===== src/rtl/keypad_bcd_entry_pkg.sv =====
// Shared definitions for the keypad BCD entry block.
// Contents: named key codes, debounce FSM state encoding, the 4x4 keypad
// map (indexed [row][col], col0 = leftmost column) and a digit helper.
package keypad_bcd_entry_pkg;

  localparam logic [3:0] KEY_A    = 4'hA;  // clear entry
  localparam logic [3:0] KEY_B    = 4'hB;  // backspace
  localparam logic [3:0] KEY_STAR = 4'hE;  // '*', no entry effect
  localparam logic [3:0] KEY_HASH = 4'hF;  // '#', request load

  typedef enum logic [1:0] {
    ST_SCAN     = 2'd0,
    ST_DEBOUNCE = 2'd1,
    ST_HELD     = 2'd2
  } kp_state_e;

  localparam logic [3:0] KEY_MAP [4][4] = '{
    '{4'h1, 4'h2, 4'h3, 4'hA},
    '{4'h4, 4'h5, 4'h6, 4'hB},
    '{4'h7, 4'h8, 4'h9, 4'hC},
    '{4'hE, 4'h0, 4'hF, 4'hD}
  };

  // True for codes that enter a decimal digit.
  function automatic logic is_digit(input logic [3:0] code);
    return (code <= 4'd9);
  endfunction

endpackage


===== src/rtl/keypad_bcd_entry_key_debounce.sv =====
// Keypad scanner and debouncer.
// Drives one column low at a time, samples the synchronized rows once per
// column slot, and accepts a key after DEBOUNCE_SCANS consecutive samples of
// the same row on a frozen column. A held key must read idle for
// DEBOUNCE_SCANS samples before scanning resumes.
// Ports:
//   clk, nreset  : system clock, asynchronous active-low reset
//   row_i        : raw active-low keypad rows (asynchronous)
//   col_o        : one-hot-low column drive (registered)
//   key_valid    : one-cycle registered accept pulse
//   key_code     : code of the last accepted key (registered)
//   key_accept   : combinational accept strobe, high the cycle before key_valid
//   accept_code  : code being accepted, meaningful while key_accept is high
module key_debounce
  import keypad_bcd_entry_pkg::*;
#(
  parameter int SCAN_DIV       = 16384,
  parameter int DEBOUNCE_SCANS = 4
) (
  input  logic       clk,
  input  logic       nreset,
  input  logic [3:0] row_i,
  output logic [3:0] col_o,
  output logic       key_valid,
  output logic [3:0] key_code,
  output logic       key_accept,
  output logic [3:0] accept_code
);

  localparam int SLOT_W = (SCAN_DIV > 1) ? $clog2(SCAN_DIV) : 1;
  localparam int DB_W   = $clog2(DEBOUNCE_SCANS + 1);
  localparam logic [SLOT_W-1:0] SLOT_LAST = SLOT_W'(SCAN_DIV - 1);
  localparam logic [SLOT_W-1:0] SLOT_ONE  = SLOT_W'(1);
  localparam logic [SLOT_W-1:0] SLOT_ZERO = SLOT_W'(0);
  localparam logic [DB_W-1:0]   DB_DONE   = DB_W'(DEBOUNCE_SCANS);
  localparam logic [DB_W-1:0]   DB_ONE    = DB_W'(1);
  localparam logic [DB_W-1:0]   DB_ZERO   = DB_W'(0);

  logic [3:0]        row_meta_r;
  logic [3:0]        row_sync_r;
  logic [SLOT_W-1:0] slot_cnt_r;
  kp_state_e         state_r;
  kp_state_e         state_s;
  logic [DB_W-1:0]   db_cnt_r;
  logic [DB_W-1:0]   db_cnt_s;
  logic [1:0]        cand_row_r;
  logic [1:0]        cand_row_s;
  logic [3:0]        col_r;
  logic [3:0]        col_s;
  logic              key_valid_r;
  logic [3:0]        key_code_r;
  logic [3:0]        key_code_s;
  logic              sample_s;
  logic              hit_s;
  logic [1:0]        hit_row_s;
  logic [1:0]        col_idx_s;
  logic              advance_s;
  logic              accept_s;

  // The last cycle of each slot is the sample point.
  assign sample_s = (slot_cnt_r == SLOT_LAST);

  // Row synchronizer and free-running slot counter.
  always_ff @(posedge clk or negedge nreset) begin
    if (!nreset) begin
      row_meta_r <= 4'b1111;
      row_sync_r <= 4'b1111;
      slot_cnt_r <= SLOT_ZERO;
    end else begin
      row_meta_r <= row_i;
      row_sync_r <= row_meta_r;
      slot_cnt_r <= sample_s ? SLOT_ZERO : (slot_cnt_r + SLOT_ONE);
    end
  end

  // Sample classification: exactly one low row is a hit; idle and ghost
  // (several rows low) both fall to the default and count as idle.
  always_comb begin
    hit_s     = 1'b0;
    hit_row_s = 2'd0;
    case (row_sync_r)
      4'b1110: begin hit_s = 1'b1; hit_row_s = 2'd0; end
      4'b1101: begin hit_s = 1'b1; hit_row_s = 2'd1; end
      4'b1011: begin hit_s = 1'b1; hit_row_s = 2'd2; end
      4'b0111: begin hit_s = 1'b1; hit_row_s = 2'd3; end
      default: begin hit_s = 1'b0; hit_row_s = 2'd0; end
    endcase
  end

  // Index of the column currently driven low.
  always_comb begin
    col_idx_s = 2'd0;
    case (col_r)
      4'b1110: col_idx_s = 2'd0;
      4'b1101: col_idx_s = 2'd1;
      4'b1011: col_idx_s = 2'd2;
      4'b0111: col_idx_s = 2'd3;
      default: col_idx_s = 2'd0;
    endcase
  end

  // Next-state logic; only sample points can move the FSM.
  always_comb begin
    state_s    = state_r;
    db_cnt_s   = db_cnt_r;
    cand_row_s = cand_row_r;
    advance_s  = 1'b0;
    accept_s   = 1'b0;
    if (sample_s) begin
      case (state_r)
        ST_SCAN: begin
          if (hit_s) begin
            state_s    = ST_DEBOUNCE;
            cand_row_s = hit_row_s;
            db_cnt_s   = DB_ONE;
          end else begin
            advance_s = 1'b1;
          end
        end
        ST_DEBOUNCE: begin
          if (hit_s && (hit_row_s == cand_row_r)) begin
            if ((db_cnt_r + DB_ONE) == DB_DONE) begin
              accept_s = 1'b1;
              state_s  = ST_HELD;
              db_cnt_s = DB_ZERO;
            end else begin
              db_cnt_s = db_cnt_r + DB_ONE;
            end
          end else begin
            state_s   = ST_SCAN;
            db_cnt_s  = DB_ZERO;
            advance_s = 1'b1;
          end
        end
        ST_HELD: begin
          // Any hit on the frozen column, even another row, restarts the
          // release count, so a second key cannot end the hold.
          if (hit_s) begin
            db_cnt_s = DB_ZERO;
          end else if ((db_cnt_r + DB_ONE) == DB_DONE) begin
            state_s   = ST_SCAN;
            db_cnt_s  = DB_ZERO;
            advance_s = 1'b1;
          end else begin
            db_cnt_s = db_cnt_r + DB_ONE;
          end
        end
        default: begin
          state_s   = ST_SCAN;
          db_cnt_s  = DB_ZERO;
          advance_s = 1'b1;
        end
      endcase
    end else begin
      state_s = state_r;
    end
  end

  // Output next-values: column rotation and accepted key code.
  always_comb begin
    col_s       = col_r;
    key_code_s  = key_code_r;
    accept_code = KEY_MAP[cand_row_r][col_idx_s];
    if (advance_s) begin
      col_s = {col_r[2:0], col_r[3]};
    end else begin
      col_s = col_r;
    end
    if (accept_s) begin
      key_code_s = accept_code;
    end else begin
      key_code_s = key_code_r;
    end
  end

  // State register and registered outputs.
  always_ff @(posedge clk or negedge nreset) begin
    if (!nreset) begin
      state_r     <= ST_SCAN;
      db_cnt_r    <= DB_ZERO;
      cand_row_r  <= 2'd0;
      col_r       <= 4'b1110;
      key_valid_r <= 1'b0;
      key_code_r  <= 4'h0;
    end else begin
      state_r     <= state_s;
      db_cnt_r    <= db_cnt_s;
      cand_row_r  <= cand_row_s;
      col_r       <= col_s;
      key_valid_r <= accept_s;
      key_code_r  <= key_code_s;
    end
  end

  assign col_o      = col_r;
  assign key_valid  = key_valid_r;
  assign key_code   = key_code_r;
  assign key_accept = accept_s;

endmodule


===== src/rtl/keypad_bcd_entry.sv =====
// Keypad BCD entry: scans a 4x4 keypad and builds a 4-digit BCD value used
// to preset the 0-9999 counter.
// Ports:
//   clk, nreset : system clock, asynchronous active-low reset
//   row_i       : raw active-low keypad rows
//   col_o       : one-hot-low column drive
//   key_valid   : one-cycle pulse per accepted key
//   key_code    : last accepted key code
//   bcd_o       : entered value {thousands,hundreds,tens,ones}
//   load_o      : one-cycle pulse when '#' is accepted
module keypad_bcd_entry
  import keypad_bcd_entry_pkg::*;
#(
  parameter int SCAN_DIV       = 16384,
  parameter int DEBOUNCE_SCANS = 4
) (
  input  logic        clk,
  input  logic        nreset,
  input  logic [3:0]  row_i,
  output logic [3:0]  col_o,
  output logic        key_valid,
  output logic [3:0]  key_code,
  output logic [15:0] bcd_o,
  output logic        load_o
);

  logic        accept_s;
  logic [3:0]  accept_code_s;
  logic [15:0] bcd_r;
  logic [15:0] bcd_s;
  logic        load_r;
  logic        load_s;

  key_debounce #(
    .SCAN_DIV       (SCAN_DIV),
    .DEBOUNCE_SCANS (DEBOUNCE_SCANS)
  ) u_key_debounce (
    .clk         (clk),
    .nreset      (nreset),
    .row_i       (row_i),
    .col_o       (col_o),
    .key_valid   (key_valid),
    .key_code    (key_code),
    .key_accept  (accept_s),
    .accept_code (accept_code_s)
  );

  // Entry editing; uses the pre-register strobe so bcd_o and load_o change
  // on the same edge that raises key_valid.
  always_comb begin
    bcd_s  = bcd_r;
    load_s = 1'b0;
    if (accept_s) begin
      if (is_digit(accept_code_s)) begin
        bcd_s = {bcd_r[11:0], accept_code_s};
      end else begin
        case (accept_code_s)
          KEY_A:    bcd_s = 16'h0000;
          KEY_B:    bcd_s = {4'h0, bcd_r[15:4]};
          KEY_HASH: load_s = 1'b1;
          default:  bcd_s = bcd_r;
        endcase
      end
    end else begin
      bcd_s = bcd_r;
    end
  end

  // Entry register and load strobe.
  always_ff @(posedge clk or negedge nreset) begin
    if (!nreset) begin
      bcd_r  <= 16'h0000;
      load_r <= 1'b0;
    end else begin
      bcd_r  <= bcd_s;
      load_r <= load_s;
    end
  end

  assign bcd_o  = bcd_r;
  assign load_o = load_r;

endmodule


===== config.mk =====
export PLATFORM = sky130hd
export DESIGN_NAME = keypad_bcd_entry
export DESIGN_NICKNAME = d
export VERILOG_FILES = /design/src/rtl/keypad_bcd_entry_pkg.sv /design/src/rtl/keypad_bcd_entry_key_debounce.sv /design/src/rtl/keypad_bcd_entry.sv
export SDC_FILE = /design/constraint.sdc
export NUM_CORES = 1
export LEC_CHECK = 0
export CORE_ASPECT_RATIO = 1.5
export CORE_MARGIN = 5
export CORE_UTILIZATION = 50
export CTS_CLUSTER_SIZE = 10
export DETAILED_ROUTE_END_ITERATION = 7
export GPL_ROUTABILITY_DRIVEN = 0
export PLACE_DENSITY = 0.75
export RECOVER_POWER = 50
export SLEW_MARGIN = 20
export SYNTH_ARGS = -nofsm -noshare
export SYNTH_HDL_FRONTEND = slang
export SYNTH_SLANG_ARGS = --single-unit

===== constraint.sdc =====
create_clock -name clk -period 2.6 [get_ports clk]
set_clock_uncertainty 0.15 [all_clocks]
set_input_delay 0.39 -clock clk [delete_from_list [all_inputs] [get_ports clk]]
set_output_delay 0.39 -clock clk [all_outputs]
set_load 0.03 [all_outputs]

; Yosys cells after proc, flatten, opt, wreduce, memory -nomap -nowiden
; Cells that the tools add are included.
[totals]
regBits = 55
latch_bits = 0
mem_bits_rw = 0
mem_bits_ro = 0
out_inout_bits = 26
word_cells = 80
memories = 0
[classes]
n_addsub = 2
mul = 0
div = 0
magnitude_cmp = 3
n_eq_ne = 19
shift = 0
n_mux = 35
n_bitwise = 2
n_reduce_logical = 8
[op_table]
columns = cell, count
row1 = $mux 16, 3
row2 = $bmux 16 s2, 1
row3 = $eq 4x4->1 const B, 8
row4 = $pmux 16 s2, 1
row5 = $pmux 2 s3, 3
row6 = $add 14x1->14 const B, 1
row7 = $eq 14x14->1 const B, 1
row8 = $mux 14, 1
row9 = $mux 1, 12
row10 = $mux 3, 4
row11 = $mux 2, 5
row12 = $pmux 3 s3, 1
row13 = $bmux 4 s2, 1
row14 = $eq 4x3->1 const B, 2
row15 = $mux 4, 2
row16 = $ge 3x3->1 const B, 2
row17 = $not 2->3, 2
row18 = $reduce_and 5->1, 1
row19 = $le 4x4->1 const B, 1
row20 = $ne 2x1->1 const B, 2
row21 = $reduce_and 2->1, 2
row22 = $reduce_or 4->1, 1
row23 = $add 3x1->3 const B, 1
row24 = $eq 3x3->1 const B, 1
row25 = other kinds (10), 10

; Depth between registers and ports, before layout
[logic_depth]
word_depth = 11
mapped_depth = 9
mapped_depth_nobuf = 6

; By module
; From an unflattened synthesis, not the netlist that was laid out.
[unflattened]
cells_unflattened = 253
hier_area_um2 = 2775.2
[modules_own_cells]
columns = mod, n_inst, cells_per_inst, area_each_um2, seq_area_each_um2
row1 = key_debounce, 1, 180, 1918.1, 964.7
row2 = keypad_bcd_entry, 1, 73, 857.1, 425.4

; Least setup slack after synthesis
; No wires, ideal clock.
[synth_path]
path_type = register to register
from = register u_key_debounce.row_sync_r[3]
to = register bcd_r[10], in the netlist bcd_o[10]
arrival_ps = 2488
required_time_ps = 2325
setup_slack_ps = -163
stages_incl_launch_ff = 9
period_less_slack_ps = 2763
cell_sequence = dfstp_2 > buf_4 > or3b_1 > a211o_1 > a2111o_1 > a21o_1 > buf_6 > buf_12 > mux2_4
[synth_via]
elab_chain_cells = 8
elab_cells_between_ends = 13
[synth_lines]
columns = element, line_no
row1 = "start, declared", keypad_bcd_entry_key_debounce.sv:40  ; logic [3:0] row_sync_r;
row2 = "start signal, assigned", keypad_bcd_entry_key_debounce.sv:71  ; row_sync_r <= row_meta_r;
row3 = $eq 4x3->1 / $eq 4x4->1 (equally long branches), keypad_bcd_entry_key_debounce.sv:81  ; case (row_sync_r)
row4 = $pmux 2 s3 / $reduce_or 4->1 (equally long branches), --
row5 = $eq 2x2->1 / $mux 1 (equally long branches), "keypad_bcd_entry_key_debounce.sv:121, keypad_bcd_entry_key_debounce.sv:81"
row6 = $logic_and 1x1->1 (*), keypad_bcd_entry_key_debounce.sv:121  ; if (hit_s && (hit_row_s == cand_row_r)) begin
row7 = $mux 1 (*), keypad_bcd_entry_key_debounce.sv:121
row8 = $mux 1 (*), keypad_bcd_entry_key_debounce.sv:110  ; case (state_r)
row9 = $mux 1 (*), keypad_bcd_entry_key_debounce.sv:109  ; if (sample_s) begin
row10 = $reduce_and 2->1 (no line) (*), --
row11 = "end signal, assigned", keypad_bcd_entry.sv:75  ; bcd_r <= bcd_s;
row12 = "end, declared", keypad_bcd_entry.sv:29  ; logic [15:0] bcd_r;
; Mark *: on every way between the ends. The rest lies on a longest branch, timed or not.
; A chain may end at the register's enable or synchronous reset.

; Final worst setup path
[layout_path]
from = register u_key_debounce.row_sync_r[1]
to = register bcd_r[7], in the netlist bcd_o[7]
; Same word-level chain as after synthesis.

==> flow_metrics.tcl <==
set metrics [dict create \
    status "completed" \
    async_flop_share 1.00 \
    pwr-share-clk 0.418 \
    die_x_um 70.5 \
    synth_seq_cells 55 \
    tns_ps 0 \
    vdd_ir_drop_max_uv 352 \
    regToRegSetupSlack_ps 70 \
    grt_max_degree 42 \
    cts_sinks 55 \
    hold_depth 0 \
    critPathSlowestCell "dfstp_2" \
    synth_edf_count 0 \
    rows 33 \
    cts.reportedPaths.clkPinSlew_ps 90 \
    worst_pin_slew_ps 900 \
    worst-path-buf-inv 1 \
    final_util 0.615 \
    synth_area_leaders "dfrtp_1 40%, dfstp_2 11%, mux2_2 4.9%" \
    root_buffer "clkbuf_8" \
    place_area_sq_um 3190 \
    internal_power_mw 1.27 \
    hold_path.startpoint "u_key_debounce.row_meta_r[3]$_DFF_PN1_" \
    reg2reg_depth 6 \
    grt_pass1_wl_mm 9.07 \
    core_area_sq_um 5410 \
    cts_tree "yes" \
    reg2reg_to "bcd_o[7]$_DFFE_PN0P_" \
    numCtsBuffers 5 \
    slew_viol_final 0 \
    synthCells 249 \
    ios 32 \
    drt.antenna.violating_nets 0 \
    slowest_delay_ps 550 \
    mostFrequentLayoutCells "44 x dfrtp_1, 26 x clkdlybuf4s50_1, 24 x nand2_1" \
    mostFrequentLayoutCell "dfrtp_1" \
    synth_area_per_cell_sq_um 11.0 \
    die_y_um 101 \
    end_kind "flop" \
    ys.flop_type "dfrtp_1" \
    fin_area_sq_um 3330 \
    finalCritPeriodShare 0.972 \
    seq_area_frac_synth 0.507 \
    start_util 0.507 \
    yosys_warnings 0 \
    hold_path_class "reg2reg" \
    route.detailed.drc 0 \
    vias 2004 \
    synth_nets 258 \
    detail_route.vias_per_cell 5.49 \
    min_to "u_key_debounce.row_sync_r[3]$_DFF_PN1_" \
    worstPathRequired_ps 2650 \
    clock.fmax_mhz 396 \
    drive_gt1_frac 0.183 \
    yosysTopAreaCell "dfrtp_1" \
    p_sw_mw 0.303 \
    synth_cell_type_count 49 \
    period_needed_ps 2530 \
    routedWlPerCell_um 14.5 \
    dpl.hpwl_mm 3.95 \
    final-setup-viol-count 0 \
    drt-pass1-iter-count 4 \
    power.leakage_nw 1.45 \
    maxCapViolations 0 \
    seqPwrFrac 0.554 \
    layout.nets 303 \
    grt_use_total 0.158 \
    clk_latency_ps 310 \
    cts_max_level 2 \
    final_cells 365 \
    critPathLaunchType "flop" \
    crit_chain "or4b_1 > o22a_1 > a2111o_1 > a21o_1 > buf_12 > mux2_4" \
    drt-initial-drc-count 70 \
    dieArea_sq_um 7100 \
    p_total_mw 1.57 \
    hold_viol_final 0 \
    crit_family "compound AO/OA/AOI/OAI gates" \
    power_frac_comb 0.028 \
    crit_arrival_ps 2580 \
    p_sw_frac 0.193 \
    rsz0062_at_grt "no" \
    num-fill-cells 446 \
    grt_pass1_vias 2077 \
    critPathKind "reg2reg" \
    clockBufferDepth 2 \
    relSlewSlack 0.400 \
    port_buffers 31 \
    critPathMaxFanout 16 \
    power_density_nw_per_um2 472 \
    synth_area_sq_um 2740 \
    netlist.area_leader.share 0.401 \
    place_inst 354 \
    drt-total-wl_mm 5.31 \
    grt_remaining_overflow 0 \
    areaGrowthSynthToFinish_pct 21.3 \
    diodes 0 \
    r2r-start "u_key_debounce.row_sync_r[1]$_DFF_PN1_" \
    antenna_found_initial 0 \
]
## metrics by stage
stage | setup slack (ps) | hold WS, ps
CTS | 36.9 | 211
detailed placement | 50.3 | 167
finish | 71.6 | 210
floorplan | -105 | -55.6
global placement | 84.9 | 157
global route | 11.6 | 217
## power groups by stage
stage / Sequential, mW / Combinational [mW] / Clock (mW)
6_report: 0.870 / 0.0433 / 0.656
5_1_grt: 0.872 / 0.0498 / 0.707
4_1_cts: 0.871 / 0.0461 / 0.676
3_5_place_dp: 0.887 / 0.0449 / 0
3_3_place_gp: 0.887 / 0.0436 / 0
2_1_floorplan: 0.885 / 0.0176 / 0
## registers in the layout, indices dropped and copies added (netlist names), 3 cells and up
signal and flops:
bcd_o 16, u_key_debounce.slot_cnt_r 14, u_key_debounce.col_o 4, u_key_debounce.key_code 4, u_key_debounce.row_meta_r 4, u_key_debounce.row_sync_r 4
u_key_debounce.db_cnt_r 3
## final cells by class
cell class	instances	area, sq um	area share
flip-flops and latches	55	1390	0.418
multi-input cells	176	1240	0.373
repair buffers	49	448	0.135
well taps	70	87.6	0.0263
clock buffers	6	72.6	0.0218
clock inverters	2	60.1	0.0181
inverters	7	26.3	0.00790
## routing by layer
layer	GRT usage	routed length, um
met2	0.291	2830
met4	0.0826	115
met1	0.164	2140
met3	0.0389	223
met5	0	0
## worst register-to-register path: stages (launching register included)
cell	delay (ps)
dfstp_2	550
or4b_1	430
o22a_1	210
a2111o_1	430
a21o_1	190
buf_12	160
mux2_4	310
## Yosys cell counts, types with 3 or more instances
| library cell | number |
|---|---|
| o21ai_0 | 17 |
| mux2_4 | 6 |
| nand4_1 | 3 |
| and4_1 | 4 |
| xnor2_1 | 14 |
| and2_1 | 3 |
| ha_1 | 3 |
| mux2i_1 | 4 |
| nand2_1 | 24 |
| nor2_1 | 17 |
| and3_1 | 3 |
| clkbuf_1 | 5 |
| o211ai_1 | 4 |
| a21oi_1 | 10 |
| xor2_1 | 5 |
| dfstp_2 | 11 |
| mux2_2 | 12 |
| dfrtp_1 | 44 |
| a22o_1 | 8 |
| nand3_1 | 7 |
| inv_1 | 7 |
## how the worst max path moves through the flow
stage	start	to	slack (ps)	cells after the start
after floorplan	u_key_debounce.row_sync_r[3]$_DFF_PN1_	bcd_o[10]$_DFFE_PN0P_	-100	8
final	u_key_debounce.row_sync_r[1]$_DFF_PN1_	bcd_o[7]$_DFFE_PN0P_	70	6
after detailed placement	u_key_debounce.row_sync_r[1]$_DFF_PN1_	bcd_o[7]$_DFFE_PN0P_	50	6
after CTS	u_key_debounce.row_sync_r[1]$_DFF_PN1_	bcd_o[7]$_DFFE_PN0P_	40	6
after global routing	u_key_debounce.row_sync_r[1]$_DFF_PN1_	bcd_o[7]$_DFFE_PN0P_	10	6
after global placement	u_key_debounce.row_sync_r[1]$_DFF_PN1_	bcd_o[9]$_DFFE_PN0P_	80	6
## logic make-up (layout without fill, tap and decap cells)
family,after synthesis,after routing,synth area share
and+or+nand+nor,76,76,0.142
xor gates and xnor gates,19,19,0.0607
adders and majority gates,3,3,0.0137
DFF,55,55,0.507
muxes,22,22,0.0967
buffers and inverters,18,64,0.0406
AOI/OAI and AO/OA,56,56,0.139
## timing repair
| item | 4_1_cts | 5_1_grt |
|---|---|---|
| gates resized for setup | 0 | 1 |
| endpoints found under the setup margin | 0 | 11 |
| endpoints found under the hold margin | 6 | 0 |
| hold buffers | 1 | 0 |
| setup buffers | 0 | 2 |
No activity file was read; power rests on OpenSTA's default activity.
